## src/rtl/sd_cmd_tx.sv

```systemverilog
// -----------------------------------------------------------------------------
// sd_cmd_tx
//
// This module is the host-side transmitter for the SD CMD line. It sends one
// 48-bit command frame, most significant bit first:
//
//   start(0) | transmission(1) | index[5:0] | argument[31:0] | CRC7 | end(1)
//
// The CRC7 is computed serially from the first 40 bits while they are shifted
// out, and then the seven CRC bits are sent. After the end bit the block keeps
// the CMD line released and stays busy for GAP_CYCLES cycles. This enforces
// the minimum command-to-command spacing (Ncc).
//
// Parameters
//   GAP_CYCLES  Number of cycles in the released, busy gap after the end bit.
//               Legal range is 1..255.
//
// Ports
//   sdClk     in   SD clock. All state advances on the rising edge.
//   rstN      in   Asynchronous active-low reset.
//   cmdStart  in   Request to send. It is sampled only while idle.
//   cmdIndex  in   Command index [5:0]. Captured when a start is accepted.
//   cmdArg    in   Command argument [31:0]. Captured when a start is accepted.
//   cmdOut    out  Serial CMD data to the pad. It is 1 whenever not driving.
//   cmdOe     out  CMD pad output enable. 1 means the host drives the line.
//   busy      out  A frame or gap is in progress. Starts are ignored.
//   done      out  One-cycle pulse in the first gap cycle.
//   crcVal    out  CRC7 of the most recent frame. It is valid from the CRC
//                  phase until the next accepted start.
//   dbgState  out  Current FSM state. Debug observation only.
//
// Handshake: cmdStart is a level request. It is accepted on the first rising
// edge where it is high while the block is idle. There is no queueing, so a
// request seen while busy is dropped. Holding cmdStart high therefore gives
// back-to-back frames separated by the gap plus one idle cycle.
// -----------------------------------------------------------------------------
module sd_cmd_tx #(
  parameter int unsigned GAP_CYCLES = 8
) (
  input  logic        sdClk,
  input  logic        rstN,
  input  logic        cmdStart,
  input  logic [5:0]  cmdIndex,
  input  logic [31:0] cmdArg,
  output logic        cmdOut,
  output logic        cmdOe,
  output logic        busy,
  output logic        done,
  output logic [6:0]  crcVal,
  output logic [2:0]  dbgState
);

  typedef enum logic [2:0] {
    ST_IDLE = 3'd0,
    ST_SEND = 3'd1,
    ST_CRC  = 3'd2,
    ST_END  = 3'd3,
    ST_GAP  = 3'd4
  } state_e;

  // x^7 + x^3 + 1, with the x^7 term implied by the shift-out.
  localparam logic [6:0] CRC7_POLY = 7'h09;
  localparam logic [7:0] GAP_LOAD  = 8'(GAP_CYCLES - 1);

  state_e      state_q,   state_d;
  logic [39:0] shift_q,   shift_d;
  logic [5:0]  bit_cnt_q, bit_cnt_d;
  logic [6:0]  crc_q,     crc_d;
  logic [7:0]  gap_cnt_q, gap_cnt_d;
  logic        busy_q,    busy_d;
  logic        done_q,    done_d;

  logic        crc_fb;
  logic [6:0]  crc_sel;

  // ---------------------------------------------------------------------------
  // State register
  // ---------------------------------------------------------------------------
  always_ff @(posedge sdClk or negedge rstN) begin
    if (!rstN) begin
      state_q   <= ST_IDLE;
      shift_q   <= '0;
      bit_cnt_q <= '0;
      crc_q     <= '0;
      gap_cnt_q <= '0;
      busy_q    <= 1'b0;
      done_q    <= 1'b0;
    end else begin
      state_q   <= state_d;
      shift_q   <= shift_d;
      bit_cnt_q <= bit_cnt_d;
      crc_q     <= crc_d;
      gap_cnt_q <= gap_cnt_d;
      busy_q    <= busy_d;
      done_q    <= done_d;
    end
  end

  // ---------------------------------------------------------------------------
  // Next-state logic
  // ---------------------------------------------------------------------------
  always_comb begin
    state_d   = state_q;
    shift_d   = shift_q;
    bit_cnt_d = bit_cnt_q;
    crc_d     = crc_q;
    gap_cnt_d = gap_cnt_q;
    // The feedback is taken from the bit currently on the line (shift MSB).
    crc_fb    = shift_q[39] ^ crc_q[6];

    case (state_q)
      ST_IDLE: begin
        if (cmdStart) begin
          shift_d   = {1'b0, 1'b1, cmdIndex, cmdArg};
          crc_d     = '0;
          bit_cnt_d = 6'd39;
          state_d   = ST_SEND;
        end
      end

      ST_SEND: begin
        shift_d = {shift_q[38:0], 1'b0};
        crc_d   = {crc_q[5:0], 1'b0} ^ (crc_fb ? CRC7_POLY : 7'h00);
        if (bit_cnt_q == 6'd0) begin
          // This edge also retires bit 0, so all 40 bits are folded into the CRC.
          bit_cnt_d = 6'd6;
          state_d   = ST_CRC;
        end else begin
          bit_cnt_d = bit_cnt_q - 6'd1;
        end
      end

      ST_CRC: begin
        // The CRC is held while its bits are indexed out by the counter.
        if (bit_cnt_q == 6'd0) begin
          state_d = ST_END;
        end else begin
          bit_cnt_d = bit_cnt_q - 6'd1;
        end
      end

      ST_END: begin
        gap_cnt_d = GAP_LOAD;
        state_d   = ST_GAP;
      end

      ST_GAP: begin
        if (gap_cnt_q == 8'd0) begin
          state_d = ST_IDLE;
        end else begin
          gap_cnt_d = gap_cnt_q - 8'd1;
        end
      end

      default: begin
        state_d = ST_IDLE;
      end
    endcase

    // busy and done are registered. Their values for the coming cycle are
    // derived from the state that cycle will be in.
    busy_d = (state_d != ST_IDLE);
    done_d = (state_q == ST_END);
  end

  // ---------------------------------------------------------------------------
  // Pad outputs. These are decoded from registers only, so cmdStart never
  // reaches a pin combinationally.
  // ---------------------------------------------------------------------------
  assign crc_sel = crc_q >> bit_cnt_q[2:0];

  always_comb begin
    cmdOut = 1'b1;
    cmdOe  = 1'b0;
    case (state_q)
      ST_SEND: begin
        cmdOe  = 1'b1;
        cmdOut = shift_q[39];
      end
      ST_CRC: begin
        cmdOe  = 1'b1;
        cmdOut = crc_sel[0];
      end
      ST_END: begin
        cmdOe  = 1'b1;
        cmdOut = 1'b1;
      end
      default: begin
        cmdOe  = 1'b0;
        cmdOut = 1'b1;
      end
    endcase
  end

  assign busy     = busy_q;
  assign done     = done_q;
  assign crcVal   = crc_q;
  assign dbgState = state_q;

endmodule

```

## config.mk

```make
export PLATFORM = sky130hd
export DESIGN_NAME = sd_cmd_tx
export DESIGN_NICKNAME = d
export VERILOG_FILES = /design/src/rtl/sd_cmd_tx.sv
export SDC_FILE = /design/constraint.sdc
export NUM_CORES = 1
export LEC_CHECK = 0
export CORE_AREA = 2 2 96 135
export DETAILED_ROUTE_END_ITERATION = 6
export DIE_AREA = 0 0 98 137
export GPL_ROUTABILITY_DRIVEN = 0
export GPL_TIMING_DRIVEN = 0
export SETUP_SLACK_MARGIN = 0.2
export SYNTH_ARGS = -nofsm -noshare
export SYNTH_HDL_FRONTEND = slang
export SYNTH_SLANG_ARGS = --single-unit
export TNS_END_PERCENT = 5
```

## constraint.sdc

```tcl
create_clock -name sdClk -period 5.05 [get_ports sdClk]
set_input_delay 1.2625 -clock sdClk [delete_from_list [all_inputs] [get_ports sdClk]]
set_output_delay 1.2625 -clock sdClk [all_outputs]
set_load 0.1 [all_outputs]
```

==> After elaboration in Yosys (flattened, before gate mapping) <==
Cells that the tools add are included.
{ "totals": {"ff_bits": 66, "inputBits": 41, "output_inout_bits": 14, "wordCells": 48} }
{ "op_classes": {"n_addsub": 2, "n_eq_ne": 7, "shifts": 1, "mux": 18, "bitwise_logic": 2, "n_reduce_logical": 11} }
{ "ops": {"columns": ["op", "count"], "rows": [
  ["40-bit case mux with 2 select lines", 1],
  ["40-bit 2-to-1 mux", 1],
  ["6-bit 2-to-1 mux", 3],
  ["6-bit case mux with 3 select lines", 1],
  ["8-bit case mux with 2 select lines", 1],
  ["3-bit case mux with 5 select lines", 1],
  ["7-bit case mux with 2 select lines", 1],
  ["3-bit 2-to-1 mux", 4],
  ["8-bit zero test", 1],
  ["8-bit 2-to-1 mux", 1],
  ["8-bit by 1-bit subtractor with 8-bit output, second input constant", 1],
  ["7-bit 2-to-1 mux", 1],
  ["7-bit by 3-bit right shift with 1-bit output", 1],
  ["7-bit by 4-bit bitwise XOR with 7-bit output", 1],
  ["3-bit by 2-bit equality test with 1-bit output, second input constant", 2],
  ["6-bit zero test", 1],
  ["2-bit != test, second input constant", 3],
  ["3-bit nonzero test", 2],
  ["6-bit by 1-bit subtractor with 6-bit output, second input constant", 1],
  ["4-bit 2-to-1 mux", 1],
  ["2-bit AND reduction", 2],
  ["2-bit nonzero test", 2],
  ["3-bit by 1-bit equality test with 1-bit output, second input constant", 1],
  ["3-bit equality test, second input constant", 1],
  ["6 further kinds", 6]
]} }

==> Longest topological paths before layout <==
Gate-level depths: netlist (run 1).
{ "logic_depth": {"ltp_word": 4, "depth_mapped": 7} }

==> Worst setup path after synthesis (run 1) <==
Ideal clock, no wire load.
{ "synth_path": {"kind": "register to output", "start": "register state_q[2] (netlist: dbgState[2])", "end": "output port cmdOut", "arrival_ns": 3.090, "path_slack_ns": 0.697, "path_stages_with_launch": 5, "cell_sequence": "dfrtp_1 buf_4 clkbuf_1 nor3_1 a31oi_1"} }
{ "synth_between": {"elab_chain_len": 2, "elab_cells_between_ends": 3, "classes_between": "2 x eq/ne; 1 x mux"} }
{ "synth_rtl": {"columns": ["element", "line_no", "source"], "rows": [
  ["start, declared", "65", "state_e state_q, state_d;"],
  ["start signal, assigned", "89", "state_q <= state_d;"],
  ["3-bit by 2-bit equality test with 1-bit output or 3-bit by 1-bit equality test with 1-bit output (tied branches)", "175", "case (state_q)"],
  ["1-bit case mux with 2 select lines *", "175", null],
  ["end, declared", "45", "output logic cmdOut,"]
]} }
Every way passes the cells marked *; elsewhere a longest branch is shown, timed or not.

==> Final worst setup path (run 1) <==
Ends and elaborated chain as after synthesis.

==> results by group, run 1 <==
Run status
  – Status: complete, no violations

STA
  – F_max: roughly 250 MHz
  – Setup TNS: 0 ns
  – Tcrit/Tclk final: 0.781
  – # setup viols final: 0
  – Actual slew at the worst max-slew pin: ~1 ns
  – Final Hold Viols: 0
  – Layout Skew: ~0.0041 ns
  – Final Critical Period: 3.95 ns
  – RSZ-0062 raised after global routing: no
  – Slew margin rel.: 0.346
  – Setup slack after layout: between 1 and 1.5 ns
  – Final Slew Violations: 0

Clocking
  – Htree depth: 3
  – # resized after CTS: 0
  – Clock Latency Late Sink: between 0.3 and 0.4 ns
  – Number of setup buffers added after CTS: 0
  – Clock Sinks: 66
  – Max Root-Sink Buffers: 2
  – CTS buffer count: 9
  – Clock Tree Root: clkbuf_16
  – Clock slew at reported path FFs: 0.05 ns
  – Hold-fix buffers at CTS: 0
  – CTS tree: built

Yosys
  – Syn_nets: 348
  – Synth Warn #: 0
  – Most frequently used flop master after synthesis: dfrtp_1
  – Netlist cell types: 45
  – Mapped cell area: 3010 um^2
  – Sequential share of the synthesized area: 0.548
  – Number of enable flip-flop cells after synthesis: 0
  – Synthesized flop and latch total: between 60 and 70
  – Synth Instances: 305
  – Mean area per synthesized cell: just under 10 um^2
  – FFs w/ async S/R, synth: 1.00

Cells and area
  – Non-filler cells in the finished layout: around 520
  – Final net count: 413
  – Most common cell after layout, fill and taps aside: dfrtp_1
  – N_diodes: 0
  – Most frequent cells in the layout: dfrtp_1, clkdlybuf4s50_1, a21oi_1
  – Area Overhead vs Synth: 32.5%
  – Fraction of layout cells with a size suffix above 1: 0.0615

Critical path
  – CP endpoint kind: output pin
  – Arrival @ worst endpoint: roughly 2.7 ns
  – CP Max Fanout: 10
  – Worst setup SP type: flip-flop
  – WP data required: ~3.8 ns
  – Crit path kind: flip-flop to output pin

Die
  – Site Rows: 48
  – I/O pins: 55
  – Die height: roughly 140 um
  – Starting Density: 0.247
  – Total core area: 12200 um^2
  – Die Width: between 90 and 100 um
  – Die area: ~13000 um^2

Placed design
  – Detailed placer's ending HPWL: 5.09 mm
  – Placed cell count: a little over 500
  – Port bufs: 54
  – Post-place setup slack: roughly 1.4 ns

Global routing
  – Total track usage: 0.114
  – GRT Residual Overflow: 0
  – Largest net degree at the start of global routing: 67
  – Vias in the first global route: ~2600
  – Global-route wire length before repair: approximately 12 mm
  – Initial antenna violation count: 0

Routing
  – M1 wire length: approximately 3.1 mm
  – DR WL met2: 3.53 mm
  – Top Metal Used: met4
  – Pre-antenna DRT Iters: 4
  – Final WL: 7.11 mm
  – Via-per-instance ratio: approximately 4.7
  – Met3 WL: 322 um
  – Number of vias in the routed layout: between 2000 and 2500
  – DRC Markers: 0
  – DRT antenna net count: 0
  – Iteration-0 DRC Markers: ~140
  – WL per Instance: between 10 and 15 um

Min path
  – Hold Crit Class: flip-flop to flip-flop

Power
  – Peak VDD IR: between 0.2 and 0.3 mV
  – Switching power of the nets: roughly 1.4 mW
  – Sw Ratio: 0.453
  – Sequential share of power: 0.310
  – Int Pwr: around 1.7 mW
  – Pwr dens: around 770 nW/um^2
  – Comb power frac: 0.512
  – Leakage: about 1.8 nW
  – Clock share of power: 0.177

Run
  – MaxCap Viol Count: 0
==> worst max-delay path, stage by stage (launching register included) <==
cell and delay, ns:
dfrtp_1 0.35, buf_4 0.16, clkbuf_1 0.36, nor3_1 0.12, a31oi_1 0.19, clkdlybuf4s50_1 1.17
==> layer usage <==
layer / vias up / track usage
li1: 1230 / -
met1: 1191 / 0.136
met2: 47 / 0.193
met3: 11 / 0.0327
met4: 0 / 0.0471
met5: - / 0
==> per-stage QoR <==
| step | power [mW] | hold slack (ns) | utilization | area [um^2] |
|---|---|---|---|---|
| floorplan | 2.14 | 0.466 | - | 3010 |
| global placement | 2.50 | 0.481 | 0.307 | 3740 |
| detailed placement | 2.55 | 0.496 | 0.307 | 3740 |
| CTS | 3.10 | 0.507 | 0.327 | 3990 |
| global route | 3.32 | 0.531 | 0.327 | 3990 |
| finish | 3.06 | 0.502 | 0.327 | 3990 |
==> power by group through the flow <==
stage / logic, mW / registers [mW] / clock network (mW)
CTS: 1.59 / 0.953 / 0.560
floorplan: 0.937 / 1.20 / 0
global route: 1.74 / 0.988 / 0.586
detailed placement: 1.59 / 0.960 / 0
global placement: 1.55 / 0.951 / 0
finish: 1.57 / 0.950 / 0.543
==> cell type report <==
cell class	instances	area, um^2
well taps	150	188
clock buffers	11	233
clock inverters	4	20.0
flip-flops and latches	66	1650
plain buffers	16	66.3
repair buffers	54	538
multi-input cells	180	1130
inverters	43	161
fillers	1243	8200
==> flip-flops by register name, indices dropped and copies added, names as in the netlist <==
name / flops
gap_cnt_q: 8
shift_q: 40
crcVal: 7
done: 1
busy: 1
bit_cnt_q: 6
dbgState: 3
==> final timing paths <==
kind | start | to | slack, ns | cells past startpoint
worst max-delay path | dbgState[2] | cmdOut | 1.10 | 5
worst min-delay path | shift_q[38] | shift_q[39] | 0.50 | 1
worst max register to register | dbgState[0] | crcVal[6] | 2.73 | 6
worst min register to register | shift_q[38] | shift_q[39] | 0.50 | 1
max in group asynchronous | rstN | shift_q[5] | 3.48 | 1
min in group asynchronous | rstN | gap_cnt_q[5] | 1.04 | 1
==> synthesized netlist by cell type, types with 2 or more instances <==
library cell  number  share of area
xor2_1             2         0.0058
nand2b_1           5          0.010
nand3b_1           2         0.0050
clkbuf_1          13          0.016
nor2_1            11          0.014
a311o_1            3          0.010
nor3_1             7          0.012
a31oi_1            3         0.0062
nand3_1            3         0.0050
or3_1              6          0.012
dfrtp_1           66           0.55
mux2i_1            2         0.0066
nor4b_1            2         0.0058
a22o_1             9          0.026
ha_1               2         0.0083
a2bb2oi_1          2         0.0058
a311oi_1           2         0.0058
buf_2              2         0.0033
a21oi_1           47          0.078
xnor2_1            2         0.0058
nand2_1            7         0.0087
o22ai_1           37          0.077
o21ai_0            5         0.0083
inv_1             43          0.054
or2_2              2         0.0042
==> logic make-up after synthesis <==
| kind of cell | Yosys count | synth area share |
|---|---|---|
| fa+ha+maj | 2 | 0.00830 |
| flops | 66 | 0.548 |
| simple gates | 55 | 0.104 |
| xor+xnor | 4 | 0.0116 |
| buf+inv | 59 | 0.0756 |
| mux | 3 | 0.0141 |
| compound gates | 116 | 0.238 |
Note: power is estimated with default switching activity, not from simulation.
==> run 2, diff against run 1 <==
==> constraint.sdc (replaced) <==
create_clock -name sdClk -period 3.3 [get_ports sdClk]
set_input_delay 0.825 -clock sdClk [delete_from_list [all_inputs] [get_ports sdClk]]
set_output_delay 0.825 -clock sdClk [all_outputs]
set_load 0.1 [all_outputs]
==> run 2 against run 1 <==
Net effect:
- highest routed layer unchanged
- clock power up 78%
- register-to-register slack got worse by 1.9 ns
- setup slack got worse by 0.74 ns
- largest cell class unchanged
- core utilization is 0.40 points higher
- flip-flop and latch count stayed put
- sequential power rose by 54%
==> results by group, run 2 (synthesized netlist as in run 1, its figures left out) <==
Die
  – Starting Density: 0.247 (unchanged)
  – Die Width: 98 um (unchanged)
  – Die area: 13400 um^2 (unchanged)
  – Die height: 137 um (unchanged)
  – Total core area: 12200 um^2 (unchanged)
  – Site Rows: 48 (unchanged)
  – I/O pins: 55 (unchanged)

Power
  – Comb power frac: 0.498 (-0.014)
  – Sequential share of power: 0.302 (-0.008)
  – Leakage: 1.78 nW (+1.0%)
  – Int Pwr: 2.68 mW (+60%)
  – Pwr dens: 1190 nW/um^2 (+56%)
  – Sw Ratio: 0.445 (-0.00840)
  – Switching power of the nets: 2.15 mW (+55%)
  – Clock share of power: 0.200 (+0.023)
  – Peak VDD IR: 0.358 mV (+41%)

Run status
  – Status: complete, no violations

Clocking
  – CTS tree: built
  – Clock slew at reported path FFs: 0.05 ns (about the same)
  – Max Root-Sink Buffers: 2 (unchanged)
  – Clock Latency Late Sink: 0.33 ns (about the same)
  – CTS buffer count: 9 (unchanged)
  – Clock Sinks: 66 (unchanged)
  – Htree depth: 3 (unchanged)
  – Clock Tree Root: clkbuf_16
  – Hold-fix buffers at CTS: 0 (unchanged)

Min path
  – WHS Path Cells: 1 (unchanged)
  – Hold Crit Class: flip-flop to flip-flop
  – Hold Path Sink: gap_cnt_q[0]
  – HP Start: gap_cnt_q[0]

Cells and area
  – N_diodes: 0 (unchanged)
  – Fin area: 4040 um^2 (+1.2%)
  – Largest register FFs: 40 (unchanged)
  – Largest reg by FF count: shift_q
  – Fraction of layout cells with a size suffix above 1: 0.0693 (+0.00784)
  – Most common cell after layout, fill and taps aside: dfrtp_1
  – Final net count: 413 (unchanged)
  – Most frequent cells in the layout: dfrtp_1, clkdlybuf4s50_1, a21oi_1
  – Area Overhead vs Synth: 34.1%

STA
  – Final Critical Period: slightly below 3 ns
  – Final Hold Viols: 0 (unchanged)
  – # setup viols final: 0 (unchanged)
  – F_max: 341 MHz
  – Worst hold slack: 0.508 ns (+0.00672 ns)
  – Layout Skew: 0.00499 ns (+0.000878 ns)
  – Tcrit/Tclk final: 0.890
  – Slew margin rel.: 0.352 (+0.00553)
  – Final Slew Violations: 0 (unchanged)
  – RSZ-0062 raised after global routing: no
  – Actual slew at the worst max-slew pin: 0.969 ns (-0.00826 ns)

Critical path
  – Critical path, cell by cell: buf_4, clkbuf_1, nor2_2, dlygate4sd2_1
  – Crit path kind: flip-flop to output pin
  – Setup slack, reg-to-reg: 0.87 ns (-1.86 ns)
  – Slowest stage delay, CP: 0.86 ns (-0.31 ns)
  – Worst Path Buf+Inv: 3 (unchanged)
  – CP top delay family: buffers and inverters
  – WP data required: 2.47 ns (-1.32 ns)
  – FF-to-FF End: crcVal[6]
  – CP endpoint kind: output pin
  – Arrival @ worst endpoint: 2.11 ns (-0.57 ns)
  – CP Max Fanout: 10 (unchanged)
  – Reg-to-reg startpoint: dbgState[0]
  – Worst setup SP type: flip-flop
  – Slowest CP cell: dlygate4sd2_1
  – Reg2reg path depth: 6 (unchanged)

Routing
  – DRC Markers: 0 (unchanged)
  – Pre-antenna DRT Iters: 4 (unchanged)
  – Via-per-instance ratio: 4.79 (+1.2%)
  – DRT antenna net count: 0 (unchanged)
  – WL per Instance: 13.9 um (+2.1%)
  – Number of vias in the routed layout: 2514 (+1.4%)
  – Iteration-0 DRC Markers: 169 (+20%)
  – Final WL: 7.27 mm (+2.3%)

Global routing
  – GRT Residual Overflow: 0 (unchanged)
  – Vias in the first global route: 2491 (-2.8%)
  – Largest net degree at the start of global routing: 67 (unchanged)
  – Total track usage: 0.115 (+0.00104)
  – Global-route wire length before repair: 12.2 mm (-0.40%)
  – Initial antenna violation count: 0 (unchanged)

Placed design
  – Dpl cell area: 3750 um^2 (+0.23%)
  – Detailed placer's ending HPWL: 5.16 mm (+1.3%)
  – Port bufs: 54 (unchanged)

Run
  – MaxCap Viol Count: 0 (unchanged)
## run 2: layout make-up
class                      instances  area [um^2]
sequential                        66         1650
clock buffer                      14          264
fill                            1267         8150
timing repair buffer              54          532
tap                              150          188
buffer                            16         66.3
inverter                          43          161
multi-input combinational        180         1140
clock inverter                     2         35.0
## run 2: timing repair
action,CTS,global route
resized for setup,3,1
setup buffers,0,0
cloned,0,0
setup endpoints to repair,2,1
## run 2: worst max-delay path by stage
stage	startpoint	end	slack (ns)	cells past startpoint
6_report	dbgState[2]	cmdOe	0.36	4
4_1_cts	dbgState[2]	cmdOut	0.06	5
3_5_place_dp	dbgState[2]	cmdOut	0.11	5
2_1_floorplan	dbgState[2]	cmdOut	-0.09	4
3_3_place_gp	rstN	shift_q[12]	-0.84	1
5_1_grt	dbgState[2]	cmdOe	0.26	4
## run 2: per-stage QoR
step	util	worst slack, ns	instances	power (mW)	setup TNS (ns)
2_1_floorplan	-	-0.0902	305	3.29	-0.0902
3_5_place_dp	0.307	0.109	509	3.91	0
5_1_grt	0.331	0.259	525	5.18	0
3_3_place_gp	0.308	-0.839	509	3.84	-55.01
6_report	0.331	0.364	525	4.82	0
4_1_cts	0.332	0.0560	525	4.88	0
## run 2: power groups by stage
stage,Sequential (mW),Combinational (mW),Clock (mW)
floorplan,1.84,1.44,0
global placement,1.45,2.39,0
detailed placement,1.47,2.44,0
CTS,1.45,2.44,0.988
global route,1.50,2.65,1.03
finish,1.46,2.40,0.964
## run 2: per-layer routing
metal | track usage | vias up | part of all wire
met5 | 0 | - | 0
met4 | 0.0586 | 0 | 0.024
met3 | 0.0322 | 13 | 0.039
met2 | 0.188 | 52 | 0.50
met1 | 0.138 | 1222 | 0.44
li1 | - | 1227 | -
